==> src/rtl/clock_12hr_counter.sv <==
// 12-hour clock with AM/PM flag. It divides clk_pi down to a 1 Hz second
// event and counts seconds, minutes and hours. In set-time mode counting is
// frozen and single-cycle increment pulses adjust minutes and hours directly.
module clock_12hr_counter #(
  parameter int unsigned TICKS_PER_SEC = 100_000_000
) (
  input  logic       clk_pi,
  input  logic       rst_n_pi,
  input  logic       set_en_pi,
  input  logic       increment_minute_pi,
  input  logic       increment_hour_pi,
  output logic [5:0] seconds_po,
  output logic [5:0] minutes_po,
  output logic [3:0] hours_po,
  output logic       pm_po,
  output logic       sec_tick_po,
  output logic       minute_tick_po
);

  localparam int unsigned PW = $clog2(TICKS_PER_SEC);
  localparam logic [PW-1:0] PRESC_MAX = PW'(TICKS_PER_SEC - 1);

  logic [PW-1:0] presc_q, presc_d;
  logic [5:0]    sec_q, sec_d;
  logic [5:0]    min_q, min_d;
  logic [3:0]    hr_q, hr_d;
  logic          pm_q, pm_d;
  logic          sec_tick_q, sec_tick_d;
  logic          min_tick_q, min_tick_d;
  logic          hour_step;

  // Next-state: run-mode cascade or set-mode increments, then the hour rule.
  always_comb begin
    presc_d    = presc_q;
    sec_d      = sec_q;
    min_d      = min_q;
    hr_d       = hr_q;
    pm_d       = pm_q;
    sec_tick_d = 1'b0;
    min_tick_d = 1'b0;
    hour_step  = 1'b0;

    if (set_en_pi) begin
      presc_d = '0;
      sec_d   = '0;
      if (increment_minute_pi) begin
        min_d = (min_q == 6'd59) ? 6'd0 : min_q + 6'd1;
      end
      hour_step = increment_hour_pi;
    end else if (presc_q == PRESC_MAX) begin
      presc_d    = '0;
      sec_tick_d = 1'b1;
      if (sec_q == 6'd59) begin
        sec_d      = '0;
        min_tick_d = 1'b1;
        if (min_q == 6'd59) begin
          min_d     = '0;
          hour_step = 1'b1;
        end else begin
          min_d = min_q + 6'd1;
        end
      end else begin
        sec_d = sec_q + 6'd1;
      end
    end else begin
      presc_d = presc_q + PW'(1);
    end

    // AM/PM flips on entering 12, not on leaving it.
    if (hour_step) begin
      if (hr_q == 4'd11) begin
        hr_d = 4'd12;
        pm_d = ~pm_q;
      end else if (hr_q == 4'd12) begin
        hr_d = 4'd1;
      end else begin
        hr_d = hr_q + 4'd1;
      end
    end

    // Recover from any corrupted hour value.
    if (hr_q == 4'd0 || hr_q > 4'd12) begin
      hr_d = 4'd12;
    end
  end

  // State register; reset time is 12:00:00 AM.
  always_ff @(posedge clk_pi or negedge rst_n_pi) begin
    if (!rst_n_pi) begin
      presc_q    <= '0;
      sec_q      <= '0;
      min_q      <= '0;
      hr_q       <= 4'd12;
      pm_q       <= 1'b0;
      sec_tick_q <= 1'b0;
      min_tick_q <= 1'b0;
    end else begin
      presc_q    <= presc_d;
      sec_q      <= sec_d;
      min_q      <= min_d;
      hr_q       <= hr_d;
      pm_q       <= pm_d;
      sec_tick_q <= sec_tick_d;
      min_tick_q <= min_tick_d;
    end
  end

  assign seconds_po     = sec_q;
  assign minutes_po     = min_q;
  assign hours_po       = hr_q;
  assign pm_po          = pm_q;
  assign sec_tick_po    = sec_tick_q;
  assign minute_tick_po = min_tick_q;

endmodule

==> config.mk <==
export PLATFORM = sky130hd
export DESIGN_NAME = clock_12hr_counter
export DESIGN_NICKNAME = d
export VERILOG_FILES = /design/src/rtl/clock_12hr_counter.sv
export SDC_FILE = /design/constraint.sdc
export NUM_CORES = 1
export LEC_CHECK = 0
export ABC_CLOCK_PERIOD_IN_PS = 2250
export CORE_ASPECT_RATIO = 1.75
export CORE_MARGIN = 5
export CORE_UTILIZATION = 46
export CTS_CLUSTER_DIAMETER = 200
export DETAILED_ROUTE_END_ITERATION = 10
export GPL_TIMING_DRIVEN = 0
export MAX_ROUTING_LAYER = met4
export PLACE_DENSITY = 0.69
export SYNTH_ARGS = -nofsm -noshare
export SYNTH_HDL_FRONTEND = slang
export SYNTH_SLANG_ARGS = --single-unit
==> constraint.sdc <==
create_clock -name clk_pi -period 2.25 [get_ports clk_pi]
set_input_delay 0.3375 -clock clk_pi [delete_from_list [all_inputs] [get_ports clk_pi]]
set_output_delay 0.3375 -clock clk_pi [all_outputs]
set_load 0.005 [all_outputs]
==> impl_metrics.prom <==
# TYPE chip_impl_metric gauge
chip_impl_metric{name="totalWireLength",unit="µm"} 5520
chip_impl_metric{name="finalInstanceArea",unit="µm²"} 3030
chip_impl_metric{name="die_width",unit="µm"} 64.7
chip_impl_metric{name="floorplan.io_pins",unit=""} 24
chip_impl_metric{name="die_area",unit="µm²"} 6840
chip_impl_metric{name="crit_required",unit="ps"} 2480
chip_impl_metric{name="postSynthNetCount",unit=""} 260
chip_impl_info{name="yosys.cell_count.top_type",value="sky130_fd_sc_hd__dfrtp_1"} 1
chip_impl_metric{name="clk_path_buf_depth",unit=""} 2
chip_impl_metric{name="drt_first_pass_iters",unit=""} 4
chip_impl_metric{name="antenna_nets_post_route",unit=""} 0
chip_impl_metric{name="critical_path.max_fanout",unit=""} 6
chip_impl_metric{name="floorplan.rows",unit=""} 35
chip_impl_metric{name="muxShareOfSynthArea",unit=""} 0.0218
chip_impl_info{name="timing.critical_path.cells",value="and4_4 > or3b_4 > or4_4 > a31o_1 > a221o_1"} 1
chip_impl_metric{name="power.leakage",unit="nW"} 1.25
chip_impl_info{name="synthTopCellsByArea",value="sky130_fd_sc_hd__dfrtp_1 (46%), sky130_fd_sc_hd__nor2_1 (6.4%), sky130_fd_sc_hd__xnor2_1 (5.1%)"} 1
chip_impl_metric{name="finalSetupViolations",unit=""} 0
chip_impl_metric{name="gp_congestion",unit=""} 0.845
chip_impl_metric{name="synth-seq-area-share",unit=""} 0.479
chip_impl_metric{name="number_of_max_cap_violations",unit=""} 0
chip_impl_metric{name="grt_use_met2",unit=""} 0.328
chip_impl_metric{name="post-synth-top-area-fraction",unit=""} 0.457
chip_impl_info{name="crit_path_top_delay_cell",value="sky130_fd_sc_hd__or4_4"} 1
chip_impl_metric{name="drive_above_1_share",unit=""} 0.153
chip_impl_metric{name="use_met1",unit=""} 0.202
chip_impl_metric{name="grt.overflow.total",unit=""} 0
chip_impl_metric{name="critical_path_arrival",unit="ps"} 2460
chip_impl_metric{name="synth-compound-area-share",unit=""} 0.0764
chip_impl_info{name="synth_top_family_by_area",value="simple AND/OR/NAND/NOR gates"} 1
chip_impl_metric{name="fillCellCount",unit=""} 466
chip_impl_info{name="run_status",value="complete, no violations"} 1
chip_impl_metric{name="min_period",unit="ps"} 2230
chip_impl_metric{name="place.detailed.hpwl",unit="µm"} 3910
chip_impl_metric{name="seq_area",unit="µm²"} 1150
chip_impl_metric{name="diodes",unit=""} 0
chip_impl_metric{name="design.final.nets",unit=""} 303
chip_impl_metric{name="timing_hold_violations_final",unit=""} 0
chip_impl_metric{name="async_flop_share",unit=""} 1.00
chip_impl_metric{name="path_buf_inv",unit=""} 0
chip_impl_metric{name="route.detailed.drc",unit=""} 0
chip_impl_metric{name="max-slew-margin-rel",unit=""} 0.518
chip_impl_metric{name="synthXorXnorAreaFrac",unit=""} 0.102
chip_impl_metric{name="synth_simple_gate_area_share",unit=""} 0.270
chip_impl_metric{name="multi_input_area",unit="µm²"} 1250
chip_impl_info{name="global_route.peak_usage_layer",value="met2"} 1
chip_impl_info{name="ys_top_cells_by_count",value="sky130_fd_sc_hd__dfrtp_1 (44), sky130_fd_sc_hd__nor2_1 (41), sky130_fd_sc_hd__nand2_1 (19)"} 1
chip_impl_metric{name="ys_types",unit=""} 48
chip_impl_info{name="cts_tree",value="built"} 1
chip_impl_metric{name="detail_route.wl_per_cell",unit="µm"} 15.8
chip_impl_metric{name="count_of_flip_flops_with_a_built_in_enable_after_synthesis",unit=""} 0
chip_impl_metric{name="port_buffers",unit=""} 23
chip_impl_metric{name="tightestPinTransition",unit="ps"} 717
chip_impl_info{name="criticalPathCategory",value="reg -> reg"} 1
chip_impl_metric{name="postSynthCellCount",unit=""} 250
chip_impl_info{name="setup.worst_path.end_class",value="flop"} 1
chip_impl_metric{name="tritoncts.num_buffers",unit=""} 5
chip_impl_metric{name="fmax",unit="MHz"} 448
chip_impl_metric{name="cts_sinks",unit=""} 46
chip_impl_metric{name="post_layout_nonfiller_instances",unit=""} 349
chip_impl_metric{name="maximum_clock_skew_at_final_layout",unit="ps"} 10.4
chip_impl_metric{name="grt_use_total",unit=""} 0.183
chip_impl_metric{name="numPlacedInstances",unit=""} 329
chip_impl_info{name="post-synth-top-area-cell",value="sky130_fd_sc_hd__dfrtp_1"} 1
chip_impl_info{name="critical_path.top_delay_family",value="simple AND/OR/NAND/NOR gates"} 1
chip_impl_metric{name="grt_pass1_vias",unit=""} 2040
chip_impl_metric{name="htree_levels",unit=""} 2
chip_impl_info{name="holdCritPathClass",value="reg -> reg"} 1
chip_impl_metric{name="yosys_register_bits",unit=""} 46
chip_impl_info{name="crit_path_start_kind",value="flop"} 1
chip_impl_metric{name="placement.cell_area",unit="µm²"} 2720
chip_impl_metric{name="dr_total_vias",unit=""} 1984
chip_impl_metric{name="die_y",unit="µm"} 106
chip_impl_metric{name="first_iter_violations",unit=""} 62
chip_impl_metric{name="insertion_delay",unit="ps"} 300
chip_impl_metric{name="post_synth.cell_area_avg",unit="µm²"} 9.63
chip_impl_metric{name="yosys_warns",unit=""} 0
chip_impl_metric{name="core_area",unit="µm²"} 5170
chip_impl_info{name="synthFlopType",value="sky130_fd_sc_hd__dfrtp_1"} 1
chip_impl_metric{name="gr-usage-met3",unit=""} 0.0256
chip_impl_metric{name="timing.critical_path.slowest_cell_delay",unit="ps"} 590
chip_impl_metric{name="initial_core_util",unit=""} 0.466
chip_impl_metric{name="powerDensity",unit="nW/µm²"} 796
chip_impl_metric{name="timing.final.max_slew_violations",unit=""} 0
chip_impl_metric{name="clock_transition_at_the_registers_of_the_reported_paths",unit="ps"} 80
chip_impl_metric{name="place_worst_setup_slack",unit="ps"} -277
chip_impl_metric{name="ir_drop",unit="mV"} 0.705
chip_impl_metric{name="grt_max_degree",unit=""} 28
chip_impl_metric{name="min_period_over_period",unit=""} 0.991
chip_impl_metric{name="wire_length_of_the_first_global_routing_pass",unit="µm"} 9630
chip_impl_metric{name="share_of_synthesized_cell_area_in_full_adder_half_adder_and_majority_cells",unit=""} 0.0260
chip_impl_metric{name="routed_via_density",unit=""} 5.68
chip_impl_metric{name="number_of_antenna_violations_at_the_first_check_in_global_routing",unit=""} 0
chip_impl_info{name="rsz0062_at_grt",value="true"} 1
chip_impl_metric{name="syn_to_final_growth",unit="%"} 25.9
chip_impl_info{name="clock_tree.root_cell",value="sky130_fd_sc_hd__clkbuf_8"} 1
chip_impl_metric{name="mappedNetlistArea",unit="µm²"} 2410
chip_impl_metric{name="fin_util",unit=""} 0.587
chip_impl_metric{name="setup_ws",unit="ps"} 19.3
sequential cells by signal (all words and copies together) (netlist names):
name,count
minute_tick_po,1
sec_tick_po,1
presc_q,27
seconds_po,6
pm_po,1
minutes_po,6
hours_po,4
stage by stage:
stage | hold slack (ps) | TNS (ps) | power (W)
6_report | 472 | 0 | 0.00241
5_1_grt | 524 | -81.5 | 0.00257
4_1_cts | 485 | 0 | 0.00243
3_5_place_dp | 327 | -3950 | 0.00166
3_3_place_gp | 457 | -23310 | 0.00164
2_1_floorplan | 41.9 | 0 | 0.00135
final timing paths:
| path | start | to | slack [ps] | cells after the start |
|---|---|---|---|---|
| hold reg to reg | pm_po | pm_po | 470 | 1 |
| min in group asynchronous | rst_n_pi | presc_q[22] | 530 | 2 |
| setup / recovery | presc_q[13] | hours_po[3] | 20 | 5 |
| max in group asynchronous | rst_n_pi | hours_po[2] | 1140 | 3 |
| hold / removal | pm_po | pm_po | 470 | 1 |
| setup reg to reg | presc_q[13] | hours_po[3] | 20 | 5 |
cell type report:
class / count / area share
buffer: 5 / 0.00991
clock buffer: 6 / 0.0272
clock inverter: 2 / 0.0198
inverter: 10 / 0.0124
multi-input combinational: 188 / 0.413
sequential: 46 / 0.381
tap: 55 / 0.0227
timing repair buffer: 37 / 0.114
power breakdown:
group / leakage [nW] / internal (W) / switching, W
Clock: 0.0714 / 0.000474 / 0.000279
Combinational: 0.566 / 0.000338 / 0.000249
Sequential: 0.615 / 0.000934 / 0.000140
Total: 1.25 / 0.00175 / 0.000667
per-layer routing:
| layer | vias to the layer above | share of wire |
|---|---|---|
| met4 | 0 | 0.015 |
| met2 | 28 | 0.57 |
| met1 | 975 | 0.40 |
| li1 | 973 | - |
| met3 | 8 | 0.020 |
| met5 | - | 0 |
timing repair:
action | CTS | global route
resized for setup | 8 | 11
hold buffers | 1 | 0
setup buffers | 7 | 5
pin swaps | 5 | 5
setup endpoints to repair | 42 | 22
hold endpoints to repair | 1 | 0
placed cells by master, fill, tap and decap left out, types with 4 or more instances in the layout:
cell                              netlist  layout
sky130_fd_sc_hd__o21ai_0                5       5
sky130_fd_sc_hd__nand2_1               19      19
sky130_fd_sc_hd__and3_1                 4       4
sky130_fd_sc_hd__dfrtp_1               44      43
sky130_fd_sc_hd__nor3_1                 6       4
sky130_fd_sc_hd__nand3_1               14      14
sky130_fd_sc_hd__clkbuf_8               0       6
sky130_fd_sc_hd__nor2b_1                4       4
sky130_fd_sc_hd__nor2_1                41      41
sky130_fd_sc_hd__buf_4                  0      12
sky130_fd_sc_hd__inv_1                 10      10
sky130_fd_sc_hd__nand4_1               12      12
sky130_fd_sc_hd__xor2_1                14      14
sky130_fd_sc_hd__xnor2_1               14      14
sky130_fd_sc_hd__clkdlybuf4s50_1        0      22
kinds of logic after synthesis:
kind of cell,count (synthesis)
simple gates,125
flops,46
xor+xnor,28
compound gates,25
buf+inv,16
mux,5
fa+ha+maj,5
Note: power is estimated with default switching activity, not from simulation.
